==> src/rtl/trng_conditioner.sv <==
// rtl/trng_conditioner.sv - ring-oscillator back end: synchroniser, divider, von Neumann corrector,
// word packer with valid/ready output and sticky repetition-count health test
module trng_conditioner #(
  parameter int SYNC_STAGES = 2,
  parameter int SAMPLE_DIV  = 4,
  parameter int OUT_WIDTH   = 8,
  parameter int REP_LIMIT   = 32
) (
  input  logic                 clk,
  input  logic                 rst,
  input  logic                 rnd_in,
  input  logic                 enable,
  output logic [OUT_WIDTH-1:0] data_out,
  output logic                 data_valid,
  input  logic                 data_ready,
  output logic                 health_fail
);

  localparam int DIV_W = (SAMPLE_DIV > 1) ? $clog2(SAMPLE_DIV) : 1;
  localparam int REP_W = $clog2(REP_LIMIT + 1);
  localparam int CNT_W = $clog2(OUT_WIDTH + 1);

  typedef enum logic {EMPTY = 1'b0, HAVE_FIRST = 1'b1} pair_state_t;

  logic [SYNC_STAGES-1:0] sync_q;
  logic [DIV_W-1:0]       div_q;
  logic                   prev_q;
  logic [REP_W-1:0]       rep_cnt_q;
  pair_state_t            state_q;
  logic                   first_q;
  logic [OUT_WIDTH-1:0]   shreg_q, shreg_d;
  logic [CNT_W-1:0]       cnt_q, cnt_d;
  logic [OUT_WIDTH-1:0]   data_out_q;
  logic                   data_valid_q;
  logic                   health_fail_q;

  logic s_bit, strobe, emit, full, transfer;

  assign s_bit    = sync_q[SYNC_STAGES-1];
  assign strobe   = enable && (div_q == DIV_W'(SAMPLE_DIV - 1));
  assign emit     = strobe && (state_q == HAVE_FIRST) && (s_bit != first_q);
  assign full     = (cnt_q == CNT_W'(OUT_WIDTH));
  assign transfer = full && !health_fail_q && (!data_valid_q || data_ready);

  // A transfer empties the shifter, so a same-cycle emit starts the next word.
  always_comb begin
    shreg_d = shreg_q;
    cnt_d   = cnt_q;
    if (transfer) cnt_d = '0;
    if (emit && (transfer || !full)) begin
      shreg_d = {shreg_q[OUT_WIDTH-2:0], first_q};
      cnt_d   = cnt_d + CNT_W'(1);
    end
  end

  always_ff @(posedge clk) begin
    if (rst) begin
      sync_q        <= '0;
      div_q         <= '0;
      prev_q        <= 1'b0;
      rep_cnt_q     <= '0;
      state_q       <= EMPTY;
      first_q       <= 1'b0;
      shreg_q       <= '0;
      cnt_q         <= '0;
      data_out_q    <= '0;
      data_valid_q  <= 1'b0;
      health_fail_q <= 1'b0;
    end else begin
      sync_q  <= {sync_q[SYNC_STAGES-2:0], rnd_in};
      shreg_q <= shreg_d;
      cnt_q   <= cnt_d;

      if (!enable || strobe) div_q <= '0;
      else                   div_q <= div_q + DIV_W'(1);

      // rep_cnt_q == 0 marks "no previous sample yet" after reset.
      if (strobe) begin
        prev_q <= s_bit;
        if ((rep_cnt_q != '0) && (s_bit == prev_q)) begin
          if (rep_cnt_q != REP_W'(REP_LIMIT)) rep_cnt_q <= rep_cnt_q + REP_W'(1);
        end else begin
          rep_cnt_q <= REP_W'(1);
        end
      end
      if (rep_cnt_q == REP_W'(REP_LIMIT)) health_fail_q <= 1'b1;

      if (!enable) begin
        state_q <= EMPTY;
      end else if (strobe) begin
        case (state_q)
          EMPTY: begin
            first_q <= s_bit;
            state_q <= HAVE_FIRST;
          end
          default: state_q <= EMPTY;
        endcase
      end

      if (transfer) begin
        data_out_q   <= shreg_q;
        data_valid_q <= 1'b1;
      end else if (health_fail_q || data_ready) begin
        data_valid_q <= 1'b0;
      end
    end
  end

  assign data_out    = data_out_q;
  assign data_valid  = data_valid_q;
  assign health_fail = health_fail_q;

endmodule
==> config.mk <==
export PLATFORM = sky130hd
export DESIGN_NAME = trng_conditioner
export DESIGN_NICKNAME = d
export VERILOG_FILES = /design/src/rtl/trng_conditioner.sv
export SDC_FILE = /design/constraint.sdc
export NUM_CORES = 1
export LEC_CHECK = 0
export CAP_MARGIN = 20
export CELL_PAD_IN_SITES_DETAIL_PLACEMENT = 1
export CELL_PAD_IN_SITES_GLOBAL_PLACEMENT = 1
export CORE_ASPECT_RATIO = 0.6
export CORE_MARGIN = 8
export CORE_UTILIZATION = 45
export CTS_CLUSTER_DIAMETER = 120
export DETAILED_ROUTE_END_ITERATION = 8
export PLACE_DENSITY_LB_ADDON = 0.3
export SYNTH_ARGS = -nofsm -noshare
export SYNTH_HDL_FRONTEND = slang
export SYNTH_SLANG_ARGS = --single-unit
==> constraint.sdc <==
create_clock -name clk -period 4.2 [get_ports clk]
set_clock_uncertainty 0.05 [all_clocks]
set_input_delay 0.84 -clock clk [delete_from_list [all_inputs] [get_ports clk]]
set_output_delay 0.84 -clock clk [all_outputs]
set_load 0.01 [all_outputs]
==> results of run 1 <==
worst max path at each step:
stage | start | end | slack, ns | depth (start not counted)
final | data_ready | data_out[5] | 1.68 | 5
after global routing | enable | cnt_q[2] | 1.53 | 5
after CTS | data_ready | data_out[5] | 1.63 | 5
after detailed placement | data_ready | data_out[2] | 1.34 | 5
after global placement | data_ready | data_out[1] | 1.41 | 5
after floorplan | data_ready | cnt_q[3] | 2.35 | 5
critical path: stages:
cell and delay [ns]:
clkdlybuf4s50_1 0.45, nand2b_1 0.18, nor3b_2 0.80, mux2i_1 0.31, nor2_1 0.06
registers in the layout (all words and copies together) (netlist names), 2 cells and up:
name	flops
rep_cnt_q	6
sync_q	2
cnt_q	4
div_q	2
data_out	8
shreg_q	8
cells in the final DEF, fill, tap and decap left out, types with 4 or more instances in the layout:
master and count:
ha_1 4, clkdlybuf4s50_1 14, dfxtp_1 35, nand2_1 8, nand3_1 12, inv_1 5
clkbuf_8 7, mux2i_1 10, a21oi_1 14, nor2_1 20, xnor2_1 5, o21ai_0 9
where the power goes:
part           total [W]  internal (W)  switching [W]
Sequential      0.000335      0.000334     0.00000124
Combinational  0.0000165    0.00000775     0.00000876
Clock           0.000268      0.000150       0.000119
Total           0.000620      0.000491       0.000129
cell families (layout without fill, tap and decap cells):
kind of cell | after synthesis | in the layout | share of synthesized area
and+or+nand+nor | 57 | 57 | 0.204
DFF | 35 | 35 | 0.484
AOI/OAI and AO/OA | 32 | 32 | 0.124
buffers and inverters | 14 | 28 | 0.0415
muxes | 10 | 10 | 0.0691
xor gates and xnor gates | 7 | 7 | 0.0424
adders and majority gates | 4 | 4 | 0.0346
stage by stage:
stage	power (W)	setup WS (ns)	hold slack, ns
after floorplan	0.000351	2.35	0.358
after global placement	0.000357	1.41	0.366
after detailed placement	0.000357	1.34	0.374
after CTS	0.000625	1.63	0.385
after global routing	0.000641	1.53	0.411
final	0.000620	1.68	0.380
cell type report:
type	instances	share of cell area
sequential	35	0.408
clock buffer	8	0.0583
inverter	5	0.0109
tap	45	0.0328
multi-input combinational	110	0.400
timing repair buffer	15	0.0903
layer usage:
| metal | GRT usage | vias up | wire (µm) |
|---|---|---|---|
| li1 | - | 578 | - |
| met1 | 0.183 | 568 | 1720 |
| met2 | 0.228 | 19 | 1540 |
| met3 | 0.0535 | 5 | 164 |
| met4 | 0.0634 | 0 | 52 |
| met5 | 0 | - | 0 |
==> report_table.html, run 1 <==
<table>
<tr><th>Metric</th><th>Value</th></tr>
<tr><th colspan="2">Floorplan</th></tr>
<tr><td>Initial core utilization</td><td>0.458</td></tr>
<tr><td>Count of standard-cell rows</td><td>16</td></tr>
<tr><td>Die ar.</td><td>5350 µm²</td></tr>
<tr><td>Width of the chip</td><td>89.2 µm</td></tr>
<tr><td>Core Box Area</td><td>3160 µm²</td></tr>
<tr><td>Die Ht</td><td>59.9 µm</td></tr>
<tr><td>Num ports</td><td>15</td></tr>
<tr><th colspan="2">GRT</th></tr>
<tr><td>Antenna violations before repair</td><td>0</td></tr>
<tr><td>Aggregate global-route resource usage</td><td>0.149</td></tr>
<tr><td>Global-route wire length before repair</td><td>5.89 mm</td></tr>
<tr><td>Vias in the first global route</td><td>1206</td></tr>
<tr><td>Overflow left after global routing</td><td>0</td></tr>
<tr><td>Pin count of the biggest net entering global routing</td><td>33</td></tr>
<tr><th colspan="2">Final layout</th></tr>
<tr><td>Layout Nets</td><td>181</td></tr>
<tr><td>Layout cells sized above 1</td><td>0.0636</td></tr>
<tr><td>Non-filler instance count after layout</td><td>218</td></tr>
<tr><td>Fill cell count</td><td>389</td></tr>
<tr><td>Fin util</td><td>0.543</td></tr>
<tr><td>Post-route design area</td><td>1720 µm²</td></tr>
<tr><td>Storage element area</td><td>701 µm²</td></tr>
<tr><td>Final antenna diode count</td><td>0</td></tr>
<tr><td>Area grow syn2layout</td><td>18.7%</td></tr>
<tr><td>Area taken by multi-input logic gates</td><td>687 µm²</td></tr>
<tr><th colspan="2">Setup path</th></tr>
<tr><td>Data arrival, critical path</td><td>2.63 ns</td></tr>
<tr><td>Worst flop-to-flop path startpoint</td><td>cnt_q[1]</td></tr>
<tr><td>Critical setup path kind</td><td>primary input to register</td></tr>
<tr><td>Startpoint class of the critical path</td><td>primary input</td></tr>
<tr><td>Setup slack, reg-to-reg</td><td>1.96 ns</td></tr>
<tr><td>Worst reg2reg path endpoint</td><td>data_out[5]</td></tr>
<tr><td>Worst r2r path cells</td><td>4</td></tr>
<tr><td>Worst-path fanout max</td><td>10</td></tr>
<tr><td>Endpoint class of the critical path</td><td>register</td></tr>
<tr><td>CP Data Required Time</td><td>4.31 ns</td></tr>
<tr><th colspan="2">Clocking</th></tr>
<tr><td>CTS buffer count</td><td>5</td></tr>
<tr><td>Clock tree from TritonCTS</td><td>done</td></tr>
<tr><td>Clock slew at reported path FFs</td><td>0.07 ns</td></tr>
<tr><td>Max Root-Sink Buffers</td><td>2</td></tr>
<tr><td>Clock latency of the later-clocked register in the worst-skew pair</td><td>0.29 ns</td></tr>
<tr><td># resized after CTS</td><td>0</td></tr>
<tr><td>Root buf cell</td><td>clkbuf_8</td></tr>
<tr><td>Level count of the clock H-tree</td><td>2</td></tr>
<tr><td>Hold-fix buffers at CTS</td><td>0</td></tr>
<tr><td>Number of clock sinks seen by CTS</td><td>35</td></tr>
<tr><td>Post-CTS Setup Repair Bufs</td><td>0</td></tr>
<tr><th colspan="2">Hold path</th></tr>
<tr><td>Hold Crit Start</td><td>div_q[0]</td></tr>
<tr><td>Hold worst-path end</td><td>div_q[0]</td></tr>
<tr><td>Hold Path Stages</td><td>1</td></tr>
<tr><td>Type of the most critical hold path</td><td>register to register</td></tr>
<tr><th colspan="2">Placement</th></tr>
<tr><td>Routability congestion estimate</td><td>0.819</td></tr>
<tr><td>Input/output buffers</td><td>14</td></tr>
<tr><td>Placed wire-length estimate after detailed placement</td><td>2.35 mm</td></tr>
<tr><td>Dpl cell area</td><td>1600 µm²</td></tr>
<tr><td>Number of placed instances, taps included</td><td>209</td></tr>
<tr><th colspan="2">Timing</th></tr>
<tr><td>Slew at the pin closest to its max-slew limit</td><td>0.975 ns</td></tr>
<tr><td>Count of endpoints failing hold in the final timing report</td><td>0</td></tr>
<tr><td>Setup TNS Final</td><td>0 ns</td></tr>
<tr><td>Timing-limited maximum frequency</td><td>397 MHz</td></tr>
<tr><td>Tcrit/Tclk final</td><td>0.600</td></tr>
<tr><td># setup viols final</td><td>0</td></tr>
<tr><td>Number of pins with negative max-slew slack in the final report</td><td>0</td></tr>
<tr><td>Setup repair after global routing missed its margin</td><td>no</td></tr>
<tr><td>Shortest period the worst path allows</td><td>2.52 ns</td></tr>
<tr><td>Tightest slew margin relative to the limit</td><td>0.341</td></tr>
<tr><th colspan="2">Synth</th></tr>
<tr><td>Number of distinct library cell variants in the gate-level netlist after synthesis</td><td>33</td></tr>
<tr><td>Count of yosys warnings during synthesis</td><td>0</td></tr>
<tr><td>Area of the mapped netlist</td><td>1450 µm²</td></tr>
<tr><td>Yosys reg bits</td><td>35</td></tr>
<tr><td>Post-synth top area share</td><td>0.484</td></tr>
<tr><td>Leading post-synthesis cells by cell area</td><td>dfxtp_1 48%, mux2i_1 6.9%, nor2_1 5.2%, a21oi_1 4.8%, nand3_1 4.1%</td></tr>
<tr><td>Post-synthesis instance total</td><td>159</td></tr>
<tr><td>Net count after synthesis</td><td>168</td></tr>
<tr><td>Largest area contributor in the synthesized netlist</td><td>dfxtp_1</td></tr>
<tr><td>Number of enable flip-flop cells after synthesis</td><td>0</td></tr>
<tr><td>Syn_area_per_cell</td><td>9.10 µm²</td></tr>
<tr><td>Cell types with the highest counts after synthesis</td><td>35 x dfxtp_1, 20 x nor2_1, 14 x a21oi_1</td></tr>
<tr><td>Post-synth top flop</td><td>dfxtp_1</td></tr>
<tr><td>Fraction of registers with async set or reset after synthesis</td><td>0</td></tr>
<tr><td>Dominant cell by count in the synthesized netlist</td><td>dfxtp_1</td></tr>
<tr><td>Part of the Yosys area used for sequential elements</td><td>0.484</td></tr>
<tr><th colspan="2">Detailed routing</th></tr>
<tr><td>Post-detailed-route DRC marker count</td><td>0</td></tr>
<tr><td>Drt pass-1 iters</td><td>4</td></tr>
<tr><td>Final routed wirelength across all metal layers</td><td>3.48 mm</td></tr>
<tr><td>Detail Route Antenna Nets</td><td>0</td></tr>
<tr><td>Vias after detailed routing</td><td>1170</td></tr>
<tr><td>Via-to-Cell Ratio</td><td>5.37</td></tr>
<tr><td>Wire per inst</td><td>15.9 µm</td></tr>
<tr><td>Count of routing violations after the opening detailed-route iteration</td><td>40</td></tr>
<tr><th colspan="2">Job</th></tr>
<tr><td>Count of maximum capacitance violations</td><td>0</td></tr>
<tr><th colspan="2">Power</th></tr>
<tr><td>Power per standard cell area</td><td>361 nW/µm²</td></tr>
<tr><td>Static leakage</td><td>0.578 nW</td></tr>
<tr><td>Peak supply drop</td><td>181 µV</td></tr>
<tr><th colspan="2">Run status</th></tr>
<tr><td>Outcome</td><td>completed</td></tr>
</table>
Power figures use the tool's default switching activity.
==> run 2: changes to the inputs <==
--- a/config.mk
+++ b/config.mk
@@ -10,7 +10,7 @@
 export CELL_PAD_IN_SITES_GLOBAL_PLACEMENT = 1
 export CORE_ASPECT_RATIO = 0.6
 export CORE_MARGIN = 8
-export CORE_UTILIZATION = 45
+export CORE_UTILIZATION = 38
 export CTS_CLUSTER_DIAMETER = 120
 export DETAILED_ROUTE_END_ITERATION = 8
 export PLACE_DENSITY_LB_ADDON = 0.3
==> constraint.sdc (replaced) <==
create_clock -name clk -period 2 [get_ports clk]
set_clock_uncertainty 0.05 [all_clocks]
set_input_delay 0.4 -clock clk [delete_from_list [all_inputs] [get_ports clk]]
set_output_delay 0.4 -clock clk [all_outputs]
set_load 0.01 [all_outputs]
==> report_table.html, run 2 (synthesis gave the netlist of run 1 again) <==
<table>
<tr><th>Metric</th><th>Value</th></tr>
<tr><th colspan="2">Run status</th></tr>
<tr><td>Outcome</td><td>completed</td></tr>
<tr><th colspan="2">GRT</th></tr>
<tr><td>Met2 track utilization from global routing</td><td>0.187 (-0.0403)</td></tr>
<tr><td>Global-route track usage on met3</td><td>0.0408 (-0.0127)</td></tr>
<tr><td>Vias in the first global route</td><td>1248 (+3.5%)</td></tr>
<tr><td>Global-route wire length before repair</td><td>5.88 mm (-0.12%)</td></tr>
<tr><td>Aggregate global-route resource usage</td><td>0.123 (-0.0258)</td></tr>
<tr><td>Pin count of the biggest net entering global routing</td><td>17 (-48%)</td></tr>
<tr><td>Overflow left after global routing</td><td>0 (unchanged)</td></tr>
<tr><td>Antenna violations before repair</td><td>0 (unchanged)</td></tr>
<tr><td>Met1 Resource Use GR</td><td>0.148 (-0.0355)</td></tr>
<tr><td>Busiest grt layer</td><td>met2</td></tr>
<tr><th colspan="2">Floorplan</th></tr>
<tr><td>Initial core utilization</td><td>0.396 (-0.0620)</td></tr>
<tr><td>Die ar.</td><td>6110 µm² (+14%)</td></tr>
<tr><td>Count of standard-cell rows</td><td>17 (+1)</td></tr>
<tr><td>Num ports</td><td>15 (unchanged)</td></tr>
<tr><td>Core Box Area</td><td>3660 µm² (+16%)</td></tr>
<tr><td>Width of the chip</td><td>95.7 µm (+7.2%)</td></tr>
<tr><td>Die Ht</td><td>63.8 µm (+6.5%)</td></tr>
<tr><th colspan="2">Clocking</th></tr>
<tr><td>Number of clock sinks seen by CTS</td><td>35 (unchanged)</td></tr>
<tr><td>Clock slew at reported path FFs</td><td>0.07 ns (about the same)</td></tr>
<tr><td>Post-CTS Setup Repair Bufs</td><td>0 (unchanged)</td></tr>
<tr><td>Level count of the clock H-tree</td><td>2 (unchanged)</td></tr>
<tr><td>Clock latency of the later-clocked register in the worst-skew pair</td><td>0.29 ns (about the same)</td></tr>
<tr><td>CTS buffer count</td><td>5 (unchanged)</td></tr>
<tr><td>Max Root-Sink Buffers</td><td>2 (unchanged)</td></tr>
<tr><td>Clock tree from TritonCTS</td><td>done</td></tr>
<tr><td># resized after CTS</td><td>0 (unchanged)</td></tr>
<tr><td>Root buf cell</td><td>clkbuf_8</td></tr>
<tr><td>Hold-fix buffers at CTS</td><td>0 (unchanged)</td></tr>
<tr><th colspan="2">Placement</th></tr>
<tr><td>Placement-stage worst setup slack</td><td>0.0241 ns (-1.32 ns)</td></tr>
<tr><td>Input/output buffers</td><td>14 (unchanged)</td></tr>
<tr><td>Routability congestion estimate</td><td>0.760 (-7.2%)</td></tr>
<tr><td>Dpl cell area</td><td>1700 µm² (+5.8%)</td></tr>
<tr><td>Placed wire-length estimate after detailed placement</td><td>2.55 mm (+8.7%)</td></tr>
<tr><th colspan="2">Setup path</th></tr>
<tr><td>CP Data Required Time</td><td>2.11 ns (-2.20 ns)</td></tr>
<tr><td>Startpoint class of the critical path</td><td>register</td></tr>
<tr><td>Buffers &amp; Inverters on Critical Path</td><td>1 (unchanged)</td></tr>
<tr><td>Endpoint class of the critical path</td><td>register</td></tr>
<tr><td>Cell chain of the critical path</td><td>or4b_4, nor3b_2, buf_4, mux2i_1, nor2_1</td></tr>
<tr><td>Worst-path fanout max</td><td>7 (-3)</td></tr>
<tr><td>Critical-path cell with the highest stage delay</td><td>or4b_4</td></tr>
<tr><td>Data arrival, critical path</td><td>1.96 ns (-0.67 ns)</td></tr>
<tr><td>Stage delay of the slowest cell on the critical path</td><td>0.58 ns (-0.22 ns)</td></tr>
<tr><td>Critical setup path kind</td><td>register to register</td></tr>
<tr><td>Gate family responsible for the most delay along the worst path</td><td>simple AND/OR/NAND/NOR gates</td></tr>
<tr><th colspan="2">Final layout</th></tr>
<tr><td>Fill cell count</td><td>425 (+9.3%)</td></tr>
<tr><td>Highest-count cells in the layout ignoring fill and taps</td><td>35 x dfxtp_1, 20 x nor2_1, 14 x a21oi_1, 14 x clkdlybuf4s50_1</td></tr>
<tr><td>Post-route design area</td><td>1810 µm² (+5.5%)</td></tr>
<tr><td>Area taken by multi-input logic gates</td><td>687 µm² (unchanged)</td></tr>
<tr><td>Commonest non-fill, non-tap cell in the layout</td><td>dfxtp_1</td></tr>
<tr><td>Storage element area</td><td>701 µm² (unchanged)</td></tr>
<tr><td>Layout Nets</td><td>192 (+6.1%)</td></tr>
<tr><td>Final antenna diode count</td><td>0 (unchanged)</td></tr>
<tr><td>Area grow syn2layout</td><td>25.2%</td></tr>
<tr><td>Layout cells sized above 1</td><td>0.125 (+0.0614)</td></tr>
<tr><th colspan="2">Detailed routing</th></tr>
<tr><td>Wire per inst</td><td>14.7 µm (-8.0%)</td></tr>
<tr><td>Final routed wirelength across all metal layers</td><td>3.39 mm (-2.5%)</td></tr>
<tr><td>Count of routing violations after the opening detailed-route iteration</td><td>74 (+85%)</td></tr>
<tr><td>Post-detailed-route DRC marker count</td><td>0 (unchanged)</td></tr>
<tr><td>Drt pass-1 iters</td><td>4 (unchanged)</td></tr>
<tr><td>Detail Route Antenna Nets</td><td>0 (unchanged)</td></tr>
<tr><td>Via-to-Cell Ratio</td><td>5.20 (-3.0%)</td></tr>
<tr><td>Vias after detailed routing</td><td>1202 (+2.7%)</td></tr>
<tr><th colspan="2">Timing</th></tr>
<tr><td>Setup TNS Final</td><td>0 ns (unchanged)</td></tr>
<tr><td>Shortest period the worst path allows</td><td>1.86 ns</td></tr>
<tr><td>Timing-limited maximum frequency</td><td>539 MHz</td></tr>
<tr><td># setup viols final</td><td>0 (unchanged)</td></tr>
<tr><td>Count of endpoints failing hold in the final timing report</td><td>0 (unchanged)</td></tr>
<tr><td>Setup repair after global routing missed its margin</td><td>no</td></tr>
<tr><td>Slew at the pin closest to its max-slew limit</td><td>0.371 ns (-0.604 ns)</td></tr>
<tr><td>Number of pins with negative max-slew slack in the final report</td><td>0 (unchanged)</td></tr>
<tr><td>Post-layout worst setup margin</td><td>0.144 ns (-1.53 ns)</td></tr>
<tr><td>Worst-case hold slack</td><td>0.385 ns (+0.00549 ns)</td></tr>
<tr><td>Tightest slew margin relative to the limit</td><td>0.752 (+0.411)</td></tr>
<tr><td>Tcrit/Tclk final</td><td>0.928</td></tr>
<tr><th colspan="2">Power</th></tr>
<tr><td>Fraction of power consumed by the clock network</td><td>0.470 (+0.037)</td></tr>
<tr><td>Power share of the sequential group</td><td>0.503 (-0.037)</td></tr>
<tr><td>Power per standard cell area</td><td>771 nW/µm² (+110%)</td></tr>
<tr><td>Combinational power share</td><td>0.027 (about the same)</td></tr>
<tr><td>Total power after layout</td><td>0.00140 W (+130%)</td></tr>
<tr><td>Reported net switching power</td><td>0.000276 W (+110%)</td></tr>
<tr><td>Static leakage</td><td>0.641 nW (+11%)</td></tr>
<tr><td>Internal cell power</td><td>0.00112 W (+130%)</td></tr>
<tr><td>Fraction of power spent switching nets</td><td>0.197 (-0.0105)</td></tr>
<tr><td>Peak supply drop</td><td>417 µV (+130%)</td></tr>
<tr><th colspan="2">Hold path</th></tr>
<tr><td>Type of the most critical hold path</td><td>register to register</td></tr>
<tr><th colspan="2">Job</th></tr>
<tr><td>Count of maximum capacitance violations</td><td>0 (unchanged)</td></tr>
</table>
## run 2: cell types whose count changed in the layout (fill, tap and decap cells not counted), sizes merged
cell	delta
clkinv	+1
clkbuf	-2
buf	+11
bufinv	+1
## run 2: through the flow
stage               cells   util
floorplan             159      -
global placement      223  0.463
detailed placement    223  0.463
CTS                   231  0.496
global route          231  0.496
finish                231  0.496
## run 2: path summary, 6_finish.rpt
check,from,endpoint,slack [ns],depth (start not counted)
worst max-delay path,cnt_q[1],data_out[6],0.14,5
worst min-delay path,div_q[0],div_q[0],0.39,1
worst max register to register,cnt_q[1],data_out[6],0.14,5
worst min register to register,div_q[0],div_q[0],0.39,1
## run 2: power groups by stage
| stage | clock network, W | registers [W] | logic (W) |
|---|---|---|---|
| 6_report | 0.000657 | 0.000703 | 0.0000382 |
| 5_1_grt | 0.000702 | 0.000703 | 0.0000420 |
| 4_1_cts | 0.000676 | 0.000703 | 0.0000386 |
| 3_5_place_dp | 0 | 0.000719 | 0.0000384 |
| 3_3_place_gp | 0 | 0.000719 | 0.0000368 |
| 2_1_floorplan | 0 | 0.000718 | 0.0000177 |
## run 2: layout make-up
| cell class | instances | share of cell area |
|---|---|---|
| clock buffer | 6 | 0.0455 |
| clock inverter | 2 | 0.0193 |
| inverter | 5 | 0.0104 |
| multi-input combinational | 110 | 0.379 |
| sequential | 35 | 0.386 |
| tap | 47 | 0.0324 |
| timing repair buffer | 26 | 0.127 |
## run 2: routing by layer
metal  share of wire  wire [µm]
met5               0          0
met4           0.030        102
met3           0.038        130
met2            0.45       1540
met1            0.48       1620
